**src/rtl/cpu_run_controller_pkg.sv**
```systemverilog
// Shared types and defaults for the core run controller.
package cpu_ctrl_pkg;

    typedef enum logic [2:0] {
        ST_IDLE,
        ST_RST_HOLD,
        ST_RUN,
        ST_PAUSED,
        ST_HALTED
    } run_state_t;

    localparam logic [31:0] HALT_WORD_DEF      = 32'h0000_0000;
    localparam int          RESET_CYCLES_DEF   = 2;
    localparam int          TIMEOUT_CYCLES_DEF = 100000;

    // Width of the reset-hold down-counter, which is loaded with cycles-1.
    function automatic int hold_width(input int cycles);
        return (cycles <= 2) ? 1 : $clog2(cycles);
    endfunction

endpackage

```
**src/rtl/cpu_run_controller_if.sv**
```systemverilog
// Host/core-facing signal bundle of the run controller.
// master = host/core side, slave = controller side.
interface cpu_run_controller_if #(
    parameter int INSTR_WIDTH = 32,
    parameter int COUNT_WIDTH = 32
);
    logic                   start;
    logic                   stop;
    logic                   step;
    logic [INSTR_WIDTH-1:0] instruction;
    logic [INSTR_WIDTH-1:0] pc;
    logic                   core_reset;
    logic                   core_enable;
    logic                   running;
    logic                   halted;
    logic                   timeout;
    logic [INSTR_WIDTH-1:0] halt_pc;
    logic [COUNT_WIDTH-1:0] cycle_count;

    modport master (
        output start, stop, step, instruction, pc,
        input  core_reset, core_enable, running, halted, timeout, halt_pc, cycle_count
    );

    modport slave (
        input  start, stop, step, instruction, pc,
        output core_reset, core_enable, running, halted, timeout, halt_pc, cycle_count
    );
endinterface

```
**src/rtl/cpu_run_controller_sat_counter.sv**
```systemverilog
// Saturating up-counter: holds at all-ones instead of wrapping.
module sat_counter #(
    parameter int WIDTH = 32
) (
    input  logic             i_clock,
    input  logic             i_reset,
    input  logic             i_inc,
    input  logic             i_clr,
    output logic [WIDTH-1:0] o_value,
    output logic             o_at_max
);

    logic [WIDTH-1:0] r_value;

    // Count enabled cycles; clear has priority over increment.
    always_ff @(posedge i_clock) begin
        if (i_reset || i_clr) begin
            r_value <= '0;
        end else if (i_inc && !o_at_max) begin
            r_value <= r_value + WIDTH'(1);
        end
    end

    assign o_value  = r_value;
    assign o_at_max = &r_value;

endmodule

```
**src/rtl/cpu_run_controller.sv**
```systemverilog
// Run controller for the single-cycle core: reset sequencing, clock-enable
// gating for run/pause/step, halt-word detection and a runaway watchdog.
//
//   state       | meaning
//   ------------+-----------------------------------------------------
//   ST_IDLE     | core held in reset, waiting for start
//   ST_RST_HOLD | core reset held for RESET_CYCLES cycles
//   ST_RUN      | free-running, one instruction per cycle
//   ST_PAUSED   | frozen; step executes exactly one instruction
//   ST_HALTED   | halt word or watchdog hit; core state kept for inspection
module cpu_run_controller
    import cpu_ctrl_pkg::*;
#(
    parameter int                     INSTR_WIDTH    = 32,
    parameter int                     COUNT_WIDTH    = 32,
    parameter int                     RESET_CYCLES   = RESET_CYCLES_DEF,
    parameter int                     TIMEOUT_CYCLES = TIMEOUT_CYCLES_DEF,
    parameter logic [INSTR_WIDTH-1:0] HALT_WORD      = INSTR_WIDTH'(HALT_WORD_DEF)
) (
    input  logic                 i_clock,
    input  logic                 i_reset,
    cpu_run_controller_if.slave  bus
);

    localparam int          HOLD_W    = hold_width(RESET_CYCLES);
    localparam logic [63:0] TIMEOUT_W = 64'(TIMEOUT_CYCLES);

    run_state_t             r_state;
    logic [HOLD_W-1:0]      r_hold;
    logic                   r_running;
    logic                   r_halted;
    logic                   r_timeout;
    logic [INSTR_WIDTH-1:0] r_halt_pc;

    logic                   w_is_halt;
    logic                   w_restart;
    logic                   w_core_enable;
    logic                   w_core_reset;
    logic                   w_wd_hit;
    logic                   w_at_max;
    logic [COUNT_WIDTH-1:0] w_count;
    logic [COUNT_WIDTH-1:0] w_count_next;

    assign w_is_halt = (bus.instruction == HALT_WORD);

    // A start from IDLE or HALTED is a full restart; from PAUSED it only resumes.
    assign w_restart = bus.start && ((r_state == ST_IDLE) || (r_state == ST_HALTED));

    // The watchdog looks at the count this enabled cycle produces, so the
    // cycle that reaches the limit still executes and its PC is captured.
    assign w_count_next = w_at_max ? w_count : w_count + COUNT_WIDTH'(1);
    assign w_wd_hit     = (TIMEOUT_CYCLES != 0) && w_core_enable
                          && (64'(w_count_next) == TIMEOUT_W);

    // Core reset/enable decode; controller reset forces the core into reset at once.
    always_comb begin
        w_core_enable = 1'b0;
        w_core_reset  = i_reset;
        case (r_state)
            ST_IDLE,
            ST_RST_HOLD: w_core_reset  = 1'b1;
            ST_RUN:      w_core_enable = !w_is_halt && !bus.stop;
            ST_PAUSED:   w_core_enable = bus.step && !w_is_halt;
            default:     w_core_enable = 1'b0;
        endcase
        if (i_reset) begin
            w_core_enable = 1'b0;
        end
    end

    sat_counter #(.WIDTH(COUNT_WIDTH)) u_cycle_cnt (
        .i_clock  (i_clock),
        .i_reset  (i_reset),
        .i_inc    (w_core_enable),
        .i_clr    (w_restart),
        .o_value  (w_count),
        .o_at_max (w_at_max)
    );

    // State machine with registered status outputs.
    always_ff @(posedge i_clock) begin
        if (i_reset) begin
            r_state   <= ST_IDLE;
            r_hold    <= '0;
            r_running <= 1'b0;
            r_halted  <= 1'b0;
            r_timeout <= 1'b0;
            r_halt_pc <= '0;
        end else begin
            case (r_state)
                ST_IDLE,
                ST_HALTED: begin
                    if (bus.start) begin
                        r_state   <= ST_RST_HOLD;
                        r_hold    <= HOLD_W'(RESET_CYCLES - 1);
                        r_running <= 1'b0;
                        r_halted  <= 1'b0;
                        r_timeout <= 1'b0;
                        r_halt_pc <= '0;
                    end
                end
                ST_RST_HOLD: begin
                    if (r_hold == '0) begin
                        r_state   <= ST_RUN;
                        r_running <= 1'b1;
                    end else begin
                        r_hold <= r_hold - HOLD_W'(1);
                    end
                end
                ST_RUN: begin
                    if (w_is_halt) begin
                        r_state   <= ST_HALTED;
                        r_running <= 1'b0;
                        r_halted  <= 1'b1;
                        r_halt_pc <= bus.pc;
                    end else if (w_wd_hit) begin
                        r_state   <= ST_HALTED;
                        r_running <= 1'b0;
                        r_halted  <= 1'b1;
                        r_timeout <= 1'b1;
                        r_halt_pc <= bus.pc;
                    end else if (bus.stop) begin
                        r_state   <= ST_PAUSED;
                        r_running <= 1'b0;
                    end
                end
                ST_PAUSED: begin
                    if (bus.step && w_is_halt) begin
                        r_state   <= ST_HALTED;
                        r_halted  <= 1'b1;
                        r_halt_pc <= bus.pc;
                    end else if (w_wd_hit) begin
                        r_state   <= ST_HALTED;
                        r_halted  <= 1'b1;
                        r_timeout <= 1'b1;
                        r_halt_pc <= bus.pc;
                    end else if (bus.start) begin
                        r_state   <= ST_RUN;
                        r_running <= 1'b1;
                    end
                end
                default: begin
                    r_state   <= ST_IDLE;
                    r_running <= 1'b0;
                    r_halted  <= 1'b0;
                end
            endcase
        end
    end

    assign bus.core_reset  = w_core_reset;
    assign bus.core_enable = w_core_enable;
    assign bus.running     = r_running;
    assign bus.halted      = r_halted;
    assign bus.timeout     = r_timeout;
    assign bus.halt_pc     = r_halt_pc;
    assign bus.cycle_count = w_count;

endmodule

```
**src/flat_wrapper.sv**
```systemverilog
// flat-port wrapper written by rule: the top's interface ports become plain ports
module cpu_run_controller_flat import cpu_ctrl_pkg::*;
#(
    parameter int                     INSTR_WIDTH    = 32,
    parameter int                     COUNT_WIDTH    = 32,
    parameter int                     RESET_CYCLES   = RESET_CYCLES_DEF,
    parameter int                     TIMEOUT_CYCLES = TIMEOUT_CYCLES_DEF,
    parameter logic [INSTR_WIDTH-1:0] HALT_WORD      = INSTR_WIDTH'(HALT_WORD_DEF)
)
  (i_clock, i_reset, bus_start, bus_stop, bus_step, bus_instruction, bus_pc, bus_core_reset, bus_core_enable, bus_running, bus_halted, bus_timeout, bus_halt_pc, bus_cycle_count);
  cpu_run_controller_if #(.INSTR_WIDTH(INSTR_WIDTH), .COUNT_WIDTH(COUNT_WIDTH)) bus_i ();
  input  logic i_clock;
  input  logic i_reset;
  input wire logic [$bits(bus_i.start)-1:0] bus_start;
  input wire logic [$bits(bus_i.stop)-1:0] bus_stop;
  input wire logic [$bits(bus_i.step)-1:0] bus_step;
  input wire logic [$bits(bus_i.instruction)-1:0] bus_instruction;
  input wire logic [$bits(bus_i.pc)-1:0] bus_pc;
  output wire logic [$bits(bus_i.core_reset)-1:0] bus_core_reset;
  output wire logic [$bits(bus_i.core_enable)-1:0] bus_core_enable;
  output wire logic [$bits(bus_i.running)-1:0] bus_running;
  output wire logic [$bits(bus_i.halted)-1:0] bus_halted;
  output wire logic [$bits(bus_i.timeout)-1:0] bus_timeout;
  output wire logic [$bits(bus_i.halt_pc)-1:0] bus_halt_pc;
  output wire logic [$bits(bus_i.cycle_count)-1:0] bus_cycle_count;
  assign bus_i.start = bus_start;
  assign bus_i.stop = bus_stop;
  assign bus_i.step = bus_step;
  assign bus_i.instruction = bus_instruction;
  assign bus_i.pc = bus_pc;
  assign bus_core_reset = bus_i.core_reset;
  assign bus_core_enable = bus_i.core_enable;
  assign bus_running = bus_i.running;
  assign bus_halted = bus_i.halted;
  assign bus_timeout = bus_i.timeout;
  assign bus_halt_pc = bus_i.halt_pc;
  assign bus_cycle_count = bus_i.cycle_count;
  cpu_run_controller #(.INSTR_WIDTH(INSTR_WIDTH), .COUNT_WIDTH(COUNT_WIDTH), .RESET_CYCLES(RESET_CYCLES), .TIMEOUT_CYCLES(TIMEOUT_CYCLES), .HALT_WORD(HALT_WORD)) u_core (.i_clock(i_clock), .i_reset(i_reset), .bus(bus_i));
endmodule
```
**config.mk**
```make
export PLATFORM = sky130hd
export DESIGN_NAME = cpu_run_controller_flat
export DESIGN_NICKNAME = d
export VERILOG_FILES = /design/src/rtl/cpu_run_controller_pkg.sv /design/src/rtl/cpu_run_controller_if.sv /design/src/rtl/cpu_run_controller_sat_counter.sv /design/src/rtl/cpu_run_controller.sv /design/src/flat_wrapper.sv
export SDC_FILE = /design/constraint.sdc
export NUM_CORES = 1
export LEC_CHECK = 0
export CAP_MARGIN = 20
export CORE_ASPECT_RATIO = 0.6
export CORE_MARGIN = 8
export CORE_UTILIZATION = 48
export DETAILED_ROUTE_END_ITERATION = 6
export PLACE_DENSITY_LB_ADDON = 0.05
export SETUP_SLACK_MARGIN = 0.4
export SLEW_MARGIN = 40
export SYNTH_ARGS = -nofsm -noshare
export SYNTH_HDL_FRONTEND = slang
export SYNTH_SLANG_ARGS = --single-unit
```
**constraint.sdc**
```tcl
create_clock -name i_clock -period 4.73 [get_ports i_clock]
set_clock_uncertainty 0.05 [all_clocks]
set_input_delay 0.946 -clock i_clock [delete_from_list [all_inputs] [get_ports i_clock]]
set_output_delay 0.946 -clock i_clock [all_outputs]
set_load 0.1 [all_outputs]
```
==> metrics.md <==
| Metric | Value |
|---|---|
| Status | `finished clean` |
| I/O pins | `138` |
| EDFF count, synth | `0` |
| Area growth syn-to-layout | `36.2%` |
| Worst path top cell family by delay | `buffers and inverters` |
| P per Cell Area | `343 nW/um^2` |
| Worst path slowest cell | `o21ai_0` |
| Slew HR | `56.3%` |
| Die width | `129 um` |
| Global-route wire length before repair | `17100 um` |
| Fin util | `68.0%` |
| Final setup fails | `0` |
| Setup bufs post-CTS | `0` |
| DR vias | `3572` |
| # fillers | `629` |
| Setup Crit Path Kind | `in -> out` |
| CTS root buf | `clkbuf_16` |
| Hpwl dp | `8170 um` |
| Most common flop cell mapped by yosys | `dfxtp_1` |
| Drt via density | `5.64` |
| Max-Cap Viols | `0` |
| Sink Count | `71` |
| Clk buf depth | `2` |
| CP cell instances | `clkdlybuf4s50_1, nor4_1, nand4_1, o21ai_0, inv_1, buf_12` |
| Clk_lat worst skew | `0.33 ns` |
| Fin crit share | `80.5%` |
| #FFs+latches synth | `71` |
| CTS buffer count | `9` |
| H-tree Lvls | `3` |
| Max Used Layer | `met4` |
| Initial antenna violation count | `0` |
| GRT Util Overall | `19.3%` |
| DR WL met3 | `1150 um` |
| DIE AREA | `10800 um^2` |
| Share of layout cells above drive strength 1 | `20.6%` |
| Synth cell count leaders | `dfxtp_1 (71), nor2_1 (50), a22o_1 (32)` |
| Cells after Synth | `404` |
| Drt pass-1 iters | `4` |
| Worst slack at placement | `0.914 ns` |
| Layout net count | `594` |
| Post-synthesis net count | `474` |
| Buf+Inv Stages, Crit Path | `3` |
| FP Rows | `24` |
| Post-CTS Hold Fix Bufs | `0` |
| Seq/Total Area, Yosys | `38.9%` |
| Leak | `1.98 nW` |
| GP Congestion | `0.863` |
| Largest net degree at the start of global routing | `34` |
| Final Max Tran Viols | `0` |
| Distinct cells, synth | `62` |
| RSZ-0062 raised after global routing | `false` |
| Total power | `1.71 mW` |
| Design Area, Final | `4980 um^2` |
| Worst EP required | `3.73 ns` |
| Share of the synthesized area in the top cell type | `38.9%` |
| Asr flop ratio synth | `0%` |
| Non-filler instance count after layout | `633` |
| Yosys warnings | `0` |
| Core area | `7330 um^2` |
| Initial Utilization | `49.9%` |
| DRT iter0 DRCs | `327` |
| Crit path max fanout | `4` |
| F_max | `263 MHz` |
| Post-CTS sizing | `0` |
| DRT Wirelength | `10600 um` |
| Hold_ws | `0.424 ns` |
| Post-layout minimum cycle time | `3.81 ns` |
| Area leader, netlist | `dfxtp_1` |
| Final hold viol count | `0` |
| Worst path max stage delay | `0.53 ns` |
| Setup crit start kind | `input pin` |
| Die Y | `83.6 um` |
| Setup crit end kind | `output pin` |
| Tightest Hold Check Type | `reg -> reg` |
| Setup TNS | `0 ns` |
| Grt ovf | `0` |
| Port bufs | `137` |
| DRC | `0` |
| Met1 wire length | `4850 um` |
| Slack of the critical path | `0.922 ns` |
| Wire length per cell | `16.8 um` |
| Met2 wire length | `4530 um` |
| Synthesized area per cell | `9.06 um^2` |
| CTS tree | `yes` |
| Placed inst area | `4660 um^2` |
| Vias in the first global route | `3351` |
| Final ANT Viol Nets | `0` |
| Worst slew pin tran | `0.653 ns` |
| Synthesized area | `3660 um^2` |
| Worst-path clk slew | `0.06 ns` |
| Top cells by area, synth | `dfxtp_1 (39%), a22o_1 (7.7%), xor2_1 (5.3%)` |
| Diode count | `0` |
| Data arrival, critical path | `2.81 ns` |
| Worst vdd ir | `0.208 mV` |
| Count leader, synth | `dfxtp_1` |
| Placed Cells | `617` |
-- routing by layer --
layer  track usage [%]  up-vias
li1                  -     1722
met1              26.2     1675
met2              27.8      166
met3              7.33        9
met4              4.77        0
met5                 0        -
-- power breakdown --
part           total, mW  switching, mW  internal, mW
logic              0.342          0.215         0.126
registers          0.640         0.0253         0.614
clock network      0.726          0.263         0.462
total               1.71          0.504          1.20
-- flip-flops by register name, indices dropped and copies added (netlist names) --
| signal | cells |
|---|---|
| u_core.bus.timeout | 1 |
| u_core.u_cycle_cnt.o_value | 32 |
| u_core.bus.running | 1 |
| u_core.bus.halted | 1 |
| u_core.r_hold | 1 |
| u_core.r_state | 3 |
| u_core.bus.halt_pc | 32 |
-- logic make-up (layout without fill, tap and decap cells) --
| logic type | after synthesis | after routing | share of synthesized area (%) |
|---|---|---|---|
| AOI/OAI and AO/OA | 89 | 89 | 20.6 |
| xor gates and xnor gates | 39 | 39 | 9.34 |
| adders and majority gates | 1 | 1 | 0.342 |
| buffers and inverters | 37 | 162 | 5.95 |
| DFF | 71 | 71 | 38.9 |
| and+or+nand+nor | 167 | 167 | 24.9 |
-- cell type report --
| type | count | area, um^2 | share of cell area (%) |
|---|---|---|---|
| clock buffers | 9 | 225 | 4.52 |
| flip-flops and latches | 71 | 1420 | 28.5 |
| well taps | 104 | 130 | 2.61 |
| inverters | 6 | 22.5 | 0.452 |
| multi-input cells | 296 | 2020 | 40.6 |
| repair buffers | 140 | 1070 | 21.4 |
| clock inverters | 7 | 96.3 | 1.93 |
-- cell usage in the layout, fill, tap and decap left out, types with 3 or more instances in the layout --
cell and instances:
dfxtp_1 71, clkdlybuf4s50_1 68, buf_2 67, nor2_1 50, a22o_1 32, nand2_1 27
xor2_1 22, xnor2_1 17, nand4_1 15, nor4_1 13, o21ai_0 12, nand3_1 12
nor3_1 12, a21oi_1 9, clkbuf_16 9, or3_1 8, inv_1 6, and3_1 6
buf_4 4, and4_1 3, a311oi_1 3, clkinvlp_4 3
-- path summary, 6_finish.rpt --
path / slack [ns] / end / depth (start not counted) / from
setup reg to reg: 1.58 / u_core.bus.halt_pc[3] / 11 / u_core.u_cycle_cnt.o_value[0]
hold / removal: 0.42 / u_core.bus.halt_pc[8] / 1 / u_core.bus.halt_pc[8]
setup / recovery: 0.92 / bus_core_enable / 6 / bus_instruction[17]
hold reg to reg: 0.42 / u_core.bus.halt_pc[8] / 1 / u_core.bus.halt_pc[8]
No activity file was read; power rests on OpenSTA's default activity.
